File: src/rtl/key_expansion_seq_pkg.sv
// Shared definitions for the iterative AES key schedule: FSM encoding,
// the AES S-box, the GF(2^8) doubling helper and the schedule-size helper.
package key_expansion_seq_pkg;

  typedef enum logic {
    ST_IDLE   = 1'b0,
    ST_EXPAND = 1'b1
  } state_t;

  // Forward S-box, entry 0x00 in the top byte (same table as SubBytes).
  localparam logic [2047:0] SBOX = {
    128'h637c777bf26b6fc53001672bfed7ab76,
    128'hca82c97dfa5947f0add4a2af9ca472c0,
    128'hb7fd9326363ff7cc34a5e5f171d83115,
    128'h04c723c31896059a071280e2eb27b275,
    128'h09832c1a1b6e5aa0523bd6b329e32f84,
    128'h53d100ed20fcb15b6acbbe394a4c58cf,
    128'hd0efaafb434d338545f9027f503c9fa8,
    128'h51a3408f929d38f5bcb6da2110fff3d2,
    128'hcd0c13ec5f974417c4a77e3d645d1973,
    128'h60814fdc222a908846eeb814de5e0bdb,
    128'he0323a0a4906245cc2d3ac629195e479,
    128'he7c8376d8dd54ea96c56f4ea657aae08,
    128'hba78252e1ca6b4c6e8dd741f4bbd8b8a,
    128'h703eb5664803f60e613557b986c11d9e,
    128'he1f8981169d98e949b1e87e9ce5528df,
    128'h8ca1890dbfe6426841992d0fb054bb16
  };

  function automatic logic [7:0] sbox(input logic [7:0] b);
    return SBOX[2047 - 8 * int'(b) -: 8];
  endfunction

  // Multiply by x in GF(2^8); 8'h80 wraps to 8'h1b.
  function automatic logic [7:0] xtime(input logic [7:0] b);
    return {b[6:0], 1'b0} ^ (b[7] ? 8'h1b : 8'h00);
  endfunction

  // Total schedule words for a given round count.
  function automatic int num_words(input int nr);
    return 4 * (nr + 1);
  endfunction

endpackage

File: src/rtl/key_expansion_seq_sub_word.sv
// Combinational SubWord: four independent S-box lookups on a 32-bit word.
module key_expansion_seq_sub_word
  import key_expansion_seq_pkg::*;
(
  input  logic [31:0] i_word,
  output logic [31:0] o_word
);

  for (genvar gi = 0; gi < 4; gi++) begin : g_byte
    assign o_word[8*gi +: 8] = sbox(i_word[8*gi +: 8]);
  end

endmodule

File: src/rtl/key_expansion_seq.sv
// Iterative AES key schedule: one 32-bit word per clock into a flat
// round-key bus, with a single shared SubWord datapath.
module key_expansion_seq
  import key_expansion_seq_pkg::*;
#(
  parameter int Nk = 4,
  parameter int Nr = 10
) (
  input  logic                    clk,
  input  logic                    reset,
  input  logic                    start,
  input  logic [Nk*32-1:0]        key,
  output logic [(Nr+1)*128-1:0]   allKeys,
  output logic                    busy,
  output logic                    done,
  output logic                    keysValid
);

  localparam int NW = num_words(Nr);
  localparam int IW = $clog2(NW + 1);

  state_t              r_state;
  state_t              w_state_next;
  logic [IW-1:0]       r_i;
  logic [3:0]          r_mod;      // i mod Nk, kept as a wrapping counter
  logic [7:0]          r_rcon;
  logic                r_done;
  logic                r_valid;

  logic [NW-1:0][31:0] w_words;
  logic [31:0]         w_prev;
  logic [31:0]         w_back;
  logic [31:0]         w_sub_in;
  logic [31:0]         w_sub_out;
  logic [31:0]         w_temp;
  logic [31:0]         w_new;
  logic                w_is_rot;
  logic                w_is_sub4;
  logic                w_last;
  logic                w_accept;
  logic                w_expanding;

  assign w_expanding = (r_state == ST_EXPAND);
  assign w_accept    = (r_state == ST_IDLE) && start;
  assign w_last      = (r_i == IW'(NW - 1));
  assign w_is_rot    = (r_mod == 4'd0);
  assign w_is_sub4   = (Nk > 6) && (r_mod == 4'd4);

  // Operands w[i-1] and w[i-Nk]; only meaningful while expanding.
  assign w_prev = w_words[r_i - IW'(1)];
  assign w_back = w_words[r_i - IW'(Nk)];

  // Single SubWord shared by the RotWord path and the 256-bit mid-key path.
  assign w_sub_in = w_is_rot ? {w_prev[23:0], w_prev[31:24]} : w_prev;

  key_expansion_seq_sub_word u_sub_word (
    .i_word (w_sub_in),
    .o_word (w_sub_out)
  );

  // Select the transformed temp word and form the new schedule word.
  always_comb begin
    w_temp = w_prev;
    if (w_is_rot) begin
      w_temp = w_sub_out ^ {r_rcon, 24'h000000};
    end else if (w_is_sub4) begin
      w_temp = w_sub_out;
    end
    w_new = w_back ^ w_temp;
  end

  // Word storage: key words load on start, schedule words fill in order.
  for (genvar gi = 0; gi < NW; gi++) begin : g_word
    logic [31:0] r_word;

    if (gi < Nk) begin : g_key
      // Key word: captured only when a start is accepted.
      always_ff @(posedge clk or posedge reset) begin
        if (reset) begin
          r_word <= '0;
        end else if (w_accept) begin
          r_word <= key[Nk*32-32*gi-1 -: 32];
        end
      end
    end else begin : g_sched
      // Derived word: cleared on start, written once when i reaches it.
      always_ff @(posedge clk or posedge reset) begin
        if (reset) begin
          r_word <= '0;
        end else if (w_accept) begin
          r_word <= '0;
        end else if (w_expanding && (r_i == IW'(gi))) begin
          r_word <= w_new;
        end
      end
    end

    assign w_words[gi] = r_word;
    assign allKeys[(Nr+1)*128-32*gi-1 -: 32] = r_word;
  end

  // FSM state register.
  always_ff @(posedge clk or posedge reset) begin
    if (reset) begin
      r_state <= ST_IDLE;
    end else begin
      r_state <= w_state_next;
    end
  end

  // FSM next-state: start only matters in IDLE; leave after the last word.
  always_comb begin
    w_state_next = r_state;
    case (r_state)
      ST_IDLE:   if (start)  w_state_next = ST_EXPAND;
      ST_EXPAND: if (w_last) w_state_next = ST_IDLE;
      default:   w_state_next = ST_IDLE;
    endcase
  end

  // Word index, modulo counter, rcon and completion flags.
  always_ff @(posedge clk or posedge reset) begin
    if (reset) begin
      r_i     <= '0;
      r_mod   <= '0;
      r_rcon  <= 8'h01;
      r_done  <= 1'b0;
      r_valid <= 1'b0;
    end else begin
      r_done <= 1'b0;
      if (w_accept) begin
        r_i     <= IW'(Nk);
        r_mod   <= '0;
        r_rcon  <= 8'h01;
        r_valid <= 1'b0;
      end else if (w_expanding) begin
        r_i   <= r_i + IW'(1);
        r_mod <= (r_mod == 4'(Nk - 1)) ? 4'd0 : r_mod + 4'd1;
        if (w_is_rot) begin
          r_rcon <= xtime(r_rcon);
        end
        if (w_last) begin
          r_done  <= 1'b1;
          r_valid <= 1'b1;
        end
      end
    end
  end

  // FSM outputs.
  always_comb begin
    busy      = w_expanding;
    done      = r_done;
    keysValid = r_valid;
  end

endmodule

File: config.mk
export PLATFORM = sky130hd
export DESIGN_NAME = key_expansion_seq
export DESIGN_NICKNAME = d
export VERILOG_FILES = /design/src/rtl/key_expansion_seq_pkg.sv /design/src/rtl/key_expansion_seq_sub_word.sv /design/src/rtl/key_expansion_seq.sv
export SDC_FILE = /design/constraint.sdc
export NUM_CORES = 2
export LEC_CHECK = 0
export CAP_MARGIN = 20
export CORE_AREA = 2 2 592 594
export DETAILED_ROUTE_END_ITERATION = 12
export DIE_AREA = 0 0 594 596
export SYNTH_ARGS = -nofsm -noshare
export SYNTH_HDL_FRONTEND = slang
export SYNTH_SLANG_ARGS = --single-unit
File: constraint.sdc
create_clock -name clk -period 75.8 [get_ports clk]
set_input_delay 15.16 -clock clk [delete_from_list [all_inputs] [get_ports clk]]
set_output_delay 15.16 -clock clk [all_outputs]
set_load 0.02 [all_outputs]
**Word level (Yosys, flattened, before mapping)**

Cells that the tools add are included.

- Output and inout bits: 1411
- Word-level logic and storage cells: 300
- Bits of input ports: 131
- Register bits after elaboration: 1429

- Add/subtract/negate cells: 8
- Mux-type cells: 104
- Shifts and indexed selects: 4
- Eq/ne operators: 41
- Reduce and logical (&&, ||, !) cells: 87
- $lt $le $gt $ge: 2
- Bitwise gates (word level): 4

Operators with widths:

| operator | number |
|---|---|
| $shiftx A2055 B32 Y8 const A | 4 |
| $mux W32 | 84 |
| $bmux W32 S6 | 2 |
| $eq A6 B5 Y1 const B | 16 |
| $reduce_bool A2 Y1 | 43 |
| $eq A6 B6 Y1 const B | 12 |
| $xor A32 B32 Y32 | 2 |
| $eq A6 B4 Y1 const B | 8 |
| $sub A11 B11 Y12 const A | 4 |
| $logic_and A1 B1 Y1 | 41 |
| $eq A6 B3 Y1 const B | 4 |
| $mux W8 | 3 |
| $lt A6 B7 Y1 const B | 2 |
| $mux W4 | 3 |
| $mux W6 | 2 |
| $mux W1 | 8 |
| $xor A8 B5 Y8 | 1 |
| $add A6 B1 Y6 const B | 1 |
| $sub A6 B1 Y6 const B | 1 |
| $sub A6 B3 Y6 const B | 1 |
| $mux W5 | 1 |
| $add A4 B1 Y4 const B | 1 |
| $eq A4 B2 Y1 const B | 1 |
| $logic_not A4 Y1 | 1 |
| other kinds (3) | 4 |

**Logic depth before layout (Yosys ltp)**

- Depth after elaboration: 11
- Gate-level depth with buffers: 40
- Depth with buffers taken out: 21

**By module**

Synthesis repeated with hierarchy kept, for this count alone.

- Cell total of the unflattened synthesis: 10750
- Area, all modules: 98747.2 um^2

Modules (own cells, without submodules):

| module | instances | area an instance (um^2) | cells an instance | sequential area each (um^2) |
|---|---|---|---|---|
| key_expansion_seq | 1 | 85494.5 | 8615 | 35760.5 |
| key_expansion_seq_sub_word | 1 | 13252.7 | 2135 | 0.0 |

**Worst setup path after synthesis**

OpenSTA, ideal clock, no wires.

- Path type: input -> register
- Start point: input start
- End point: register g_word[19].r_word[31]
- Data arrival time: 16638 ps
- Stages: 7
- Path buffers: 4
- Slack: 59043 ps
- Required time: 75681 ps
- Library setup time: 119 ps
- Cell sequence: nor2b_1 clkbuf_1 buf_1 clkbuf_1 clkbuf_1 nor2_1 o21a_1

- Word-level cells in the longest chain between the ends: 2
- Elaborated cells on any way between the ends: 3
- Classes of those cells: mux: 1; reduce/logical: 2

Ends and longest elaborated chain:

| item | RTL line | source |
|---|---|---|
| from (decl) | key_expansion_seq.sv:11 | `input logic start,` |
| $logic_and A1 B1 Y1 (*) | key_expansion_seq.sv:44 | `assign w_accept = (r_state == ST_IDLE) && start;` |
| $mux W32 / $reduce_bool A2 Y1 (equally long branches) | n/a |  |
| to (signal assigned) | key_expansion_seq.sv:93 | `r_word <= w_new;` |
| to (decl) | key_expansion_seq.sv:74 | `logic [31:0] r_word;` |

Mark *: on every way between the ends. The rest lies on a longest branch, timed or not.
A chain may end at the register's enable or synchronous reset.

**Final worst setup path**

- Start point: input start
- End point: register g_word[6].r_word[15]

- Word-level cells in the longest chain between the ends: 2
- Elaborated cells on any way between the ends: 3
- Classes of those cells: mux: 1; reduce/logical: 2

Ends and longest elaborated chain:

| item | RTL line |
|---|---|
| $logic_and A1 B1 Y1 (*) | key_expansion_seq.sv:44 |
| $mux W32 / $reduce_bool A2 Y1 (equally long branches) | n/a |
| to (signal assigned) | key_expansion_seq.sv:93 |
| to (decl) | key_expansion_seq.sv:74 |

Marks and branches as above.

==> summary.md <==
| Metric | Value |
|---|---|
| Crit Path Max Fanout | `60` |
| Class of the worst hold path | `reg2reg` |
| Max Clock Freq | `49.34 MHz` |
| # port buffers | `1541` |
| DR vias | `103000` |
| Critical-path cell list | `clkdlybuf4s50_1 > nor2b_4 > buf_4 > buf_4 > buf_4 > buf_4 > buf_4 > nor2_2 > a22oi_1 > o21ai_0` |
| Final Max Slew Viols | `0` |
| Clk sink count | `1429` |
| Gp weighted congestion | `1.070` |
| Initial antenna violation count | `138` |
| Grt total ovfl | `0` |
| Top layer in use | `met5` |
| Setup-failing EPs final | `0` |
| Startpoint Class | `input port` |
| CP delay by family, top | `buffers and inverters` |
| Final worst setup slack | `55.53 ns` |
| Routed length per instance | `47.24 µm` |
| First-pass DRT Iterations | `9` |
| DR vias/cell | `6.582` |
| RSZ-0062 raised after global routing | `false` |
| CTS clk-pin slew, worst paths | `0.06 ns` |
| Initial DRC Count | `17470` |
| Share of layout cells above drive strength 1 | `15.62%` |
| Crit path buffers/inverters | `6` |
| CP arrival | `20.99 ns` |
| DIE AREA | `354000 µm²` |
| CP Capture Type | `register` |
| Met3 routed WL | `111000 µm` |
| Crit path required time | `76.53 ns` |
| Initial Utilization | `27.25%` |
| Final worst path period need | `20.27 ns` |
| Clock insertion delay at the later pin of the skew report | `0.92 ns` |
| # resized after CTS | `0` |
| Die H | `596 µm` |
| DRC errors left | `0` |
| Main synth FF type | `dfrtp_1` |
| WS Path Type | `in2reg` |
| Sequential share of the synthesized area | `37.73%` |
| Layout area overhead | `27.33%` |
| I/O pin count | `1542` |
| Mapped Area | `94770 µm²` |
| Met2 routed WL | `290100 µm` |
| Wl on met1 | `252700 µm` |
| Status | `finished clean` |
| Vias in the first global route | `92840` |
| Synth Net Count | `9924` |
| CTS buffer count | `172` |
| Number of distinct library cells after synthesis | `124` |
| CP most frequent cell | `buf_4` |
| Synthesized flop and latch total | `1429` |
| Longest Clk Path Bufs | `4` |
| CTS tree | `done` |
| Final hold viol count | `0` |
| Clock Skews | `0.07339 ns` |
| Worst-Margin Slew | `1.413 ns` |
| Crit path largest cell delay | `0.83 ns` |
| Hold buffer count at CTS | `0` |
| Place WS | `54.88 ns` |
| Post-DP HPWL | `561300 µm` |
| Post-Syn Instances | `9731` |
| Ys Warns | `0` |
| Largest net degree at the start of global routing | `142` |
| Total Wirelength | `739500 µm` |
| Final Cycle Share | `26.74%` |
| Synthesized area per cell | `9.739 µm²` |
| Net count, final | `10960` |
| Number of synthesized flops with an enable pin | `0` |
| Async S/R FF share, synth | `100.0%` |
| Core area | `347800 µm²` |
| Htree depth | `4` |
| Global-route wire length before repair | `960300 µm` |
| Final TNS setup | `0 ns` |
| Worst slew margin | `5.828%` |
| GRT Total Usage | `40.28%` |
| Root Buffer | `clkbuf_16` |
| Row count | `217` |
| Slowest cell on crit path | `buf_4` |
| Max Cap Viol | `0` |
| Die width | `594 µm` |
| Setup repair bufs after CTS | `0` |
| Detail Route Antenna Nets | `0` |
metal layers:
metal | track usage, % | vias up
met3 | 19.84 | 2332
met1 | 46.10 | 52100
met4 | 35.96 | 50
li1 | - | 38900
met5 | 0.6356 | -
met2 | 54.96 | 9656
cell usage after synthesis, types with 22 or more instances:
library cell | n | area [µm²]
a211o_1 | 23 | 201.4
a211oi_1 | 81 | 608.1
a21o_1 | 23 | 172.7
a21oi_1 | 456 | 2282
a221o_1 | 61 | 610.6
a221oi_1 | 47 | 411.6
a22o_1 | 214 | 1874
a22oi_1 | 79 | 593.1
a311oi_1 | 56 | 490.5
a31oi_1 | 99 | 619.3
a32oi_1 | 32 | 280.3
and2_1 | 42 | 262.8
and3_1 | 91 | 569.3
buf_1 | 50 | 187.7
buf_2 | 244 | 1221
buf_4 | 93 | 698.2
buf_6 | 74 | 833.3
clkbuf_1 | 568 | 2132
dfrtp_1 | 1428 | 35730
ha_1 | 62 | 775.7
inv_1 | 37 | 138.9
mux2_2 | 45 | 506.7
mux2i_1 | 181 | 1812
mux4_1 | 30 | 788.3
mux4_2 | 723 | 16280
nand2_1 | 1518 | 5698
nand3_1 | 482 | 2412
nand4_1 | 44 | 275.3
nor2_1 | 758 | 2845
nor3_1 | 199 | 996.0
o211ai_1 | 118 | 885.9
o21a_1 | 25 | 187.7
o21ai_0 | 981 | 4910
o21ai_1 | 67 | 335.3
o221ai_1 | 74 | 648.1
o22ai_1 | 98 | 613.1
o31ai_1 | 31 | 232.7
or3_1 | 27 | 168.9
xnor2_1 | 32 | 280.3
xor2_1 | 22 | 192.7
worst min-delay path: stages (launching register included):
cell     delay, ns
dfrtp_1       0.34
nand2_1       0.05
nand2_1       0.05
layout make-up:
type	count	area, µm²
diodes	172	430.4
clock buffers	246	5069
clock inverters	42	434.2
fillers	35220	227100
inverters	48	195.2
multi-input cells	7192	54520
flip-flops and latches	1429	35770
well taps	4599	5754
repair buffers	1928	18490
registers in the layout (all words and copies together), names as in the netlist:
| signal | flops |
|---|---|
| busy | 1 |
| done | 1 |
| g_word.r_word | 1408 |
| keysValid | 1 |
| r_i | 6 |
| r_mod | 4 |
| r_rcon | 8 |
final timing paths:
check / slack (ns) / from / end / cells past startpoint
min: 0.48 / keysValid / keysValid / 2
max: 55.53 / start / g_word[6].r_word[15] / 10
max reg2reg: 63.76 / r_i[0] / g_word[11].r_word[31] / 25
min reg2reg: 0.48 / keysValid / keysValid / 2
min in group asynchronous: 14.84 / reset / g_word[36].r_word[29] / 2
max in group asynchronous: 56.91 / reset / g_word[1].r_word[9] / 6
cells in the final DEF, fill, tap and decap left out, types with 32 or more instances in the layout:
master	count
a21oi_1	453
o21ai_0	976
nand2_2	34
dfrtp_1	1424
and3_1	91
a221oi_1	47
buf_4	371
mux2i_1	175
mux2_2	45
nor2_2	37
a221o_1	61
o21ai_1	63
nand2_1	1483
inv_1	35
nand4_1	44
clkbuf_16	177
ha_1	60
clkdlybuf4s50_1	1541
o22ai_1	96
a22oi_1	78
a311oi_1	56
o211ai_1	118
and2_1	38
clkbuf_8	39
a211oi_1	78
diode_2	172
nor2_4	37
nor3_1	195
a32oi_1	32
a22o_1	214
o221ai_1	74
nand3_1	473
nor2_1	686
mux4_2	723
a31oi_1	98
cells by family after synthesis:
| group | after synthesis | synth area share, % |
|---|---|---|
| DFF | 1429 | 37.73 |
| and+or+nand+nor | 3286 | 14.93 |
| AOI/OAI and AO/OA | 2797 | 19.19 |
| buffers and inverters | 1110 | 6.052 |
| xor gates and xnor gates | 60 | 0.6258 |
| adders and majority gates | 62 | 0.8186 |
| muxes | 987 | 20.66 |
metrics by stage:
| step | hold WS (ns) | std cells | cell area [µm²] | util, % |
|---|---|---|---|---|
| 3_3_place_gp | 0.4631 | 15190 | 114600 | 32.95 |
| 6_report | 0.4764 | 15660 | 120700 | 34.69 |
| 4_1_cts | 0.4821 | 15480 | 120200 | 34.55 |
| 2_1_floorplan | 0.4995 | 9731 | 94770 | - |
| 5_1_grt | 0.5155 | 15590 | 120500 | 34.64 |
| 3_5_place_dp | 0.4688 | 15190 | 114700 | 32.96 |
Power is not shown: default switching activity piles up to over one toggle a cycle in this logic, so the estimate is an artifact.
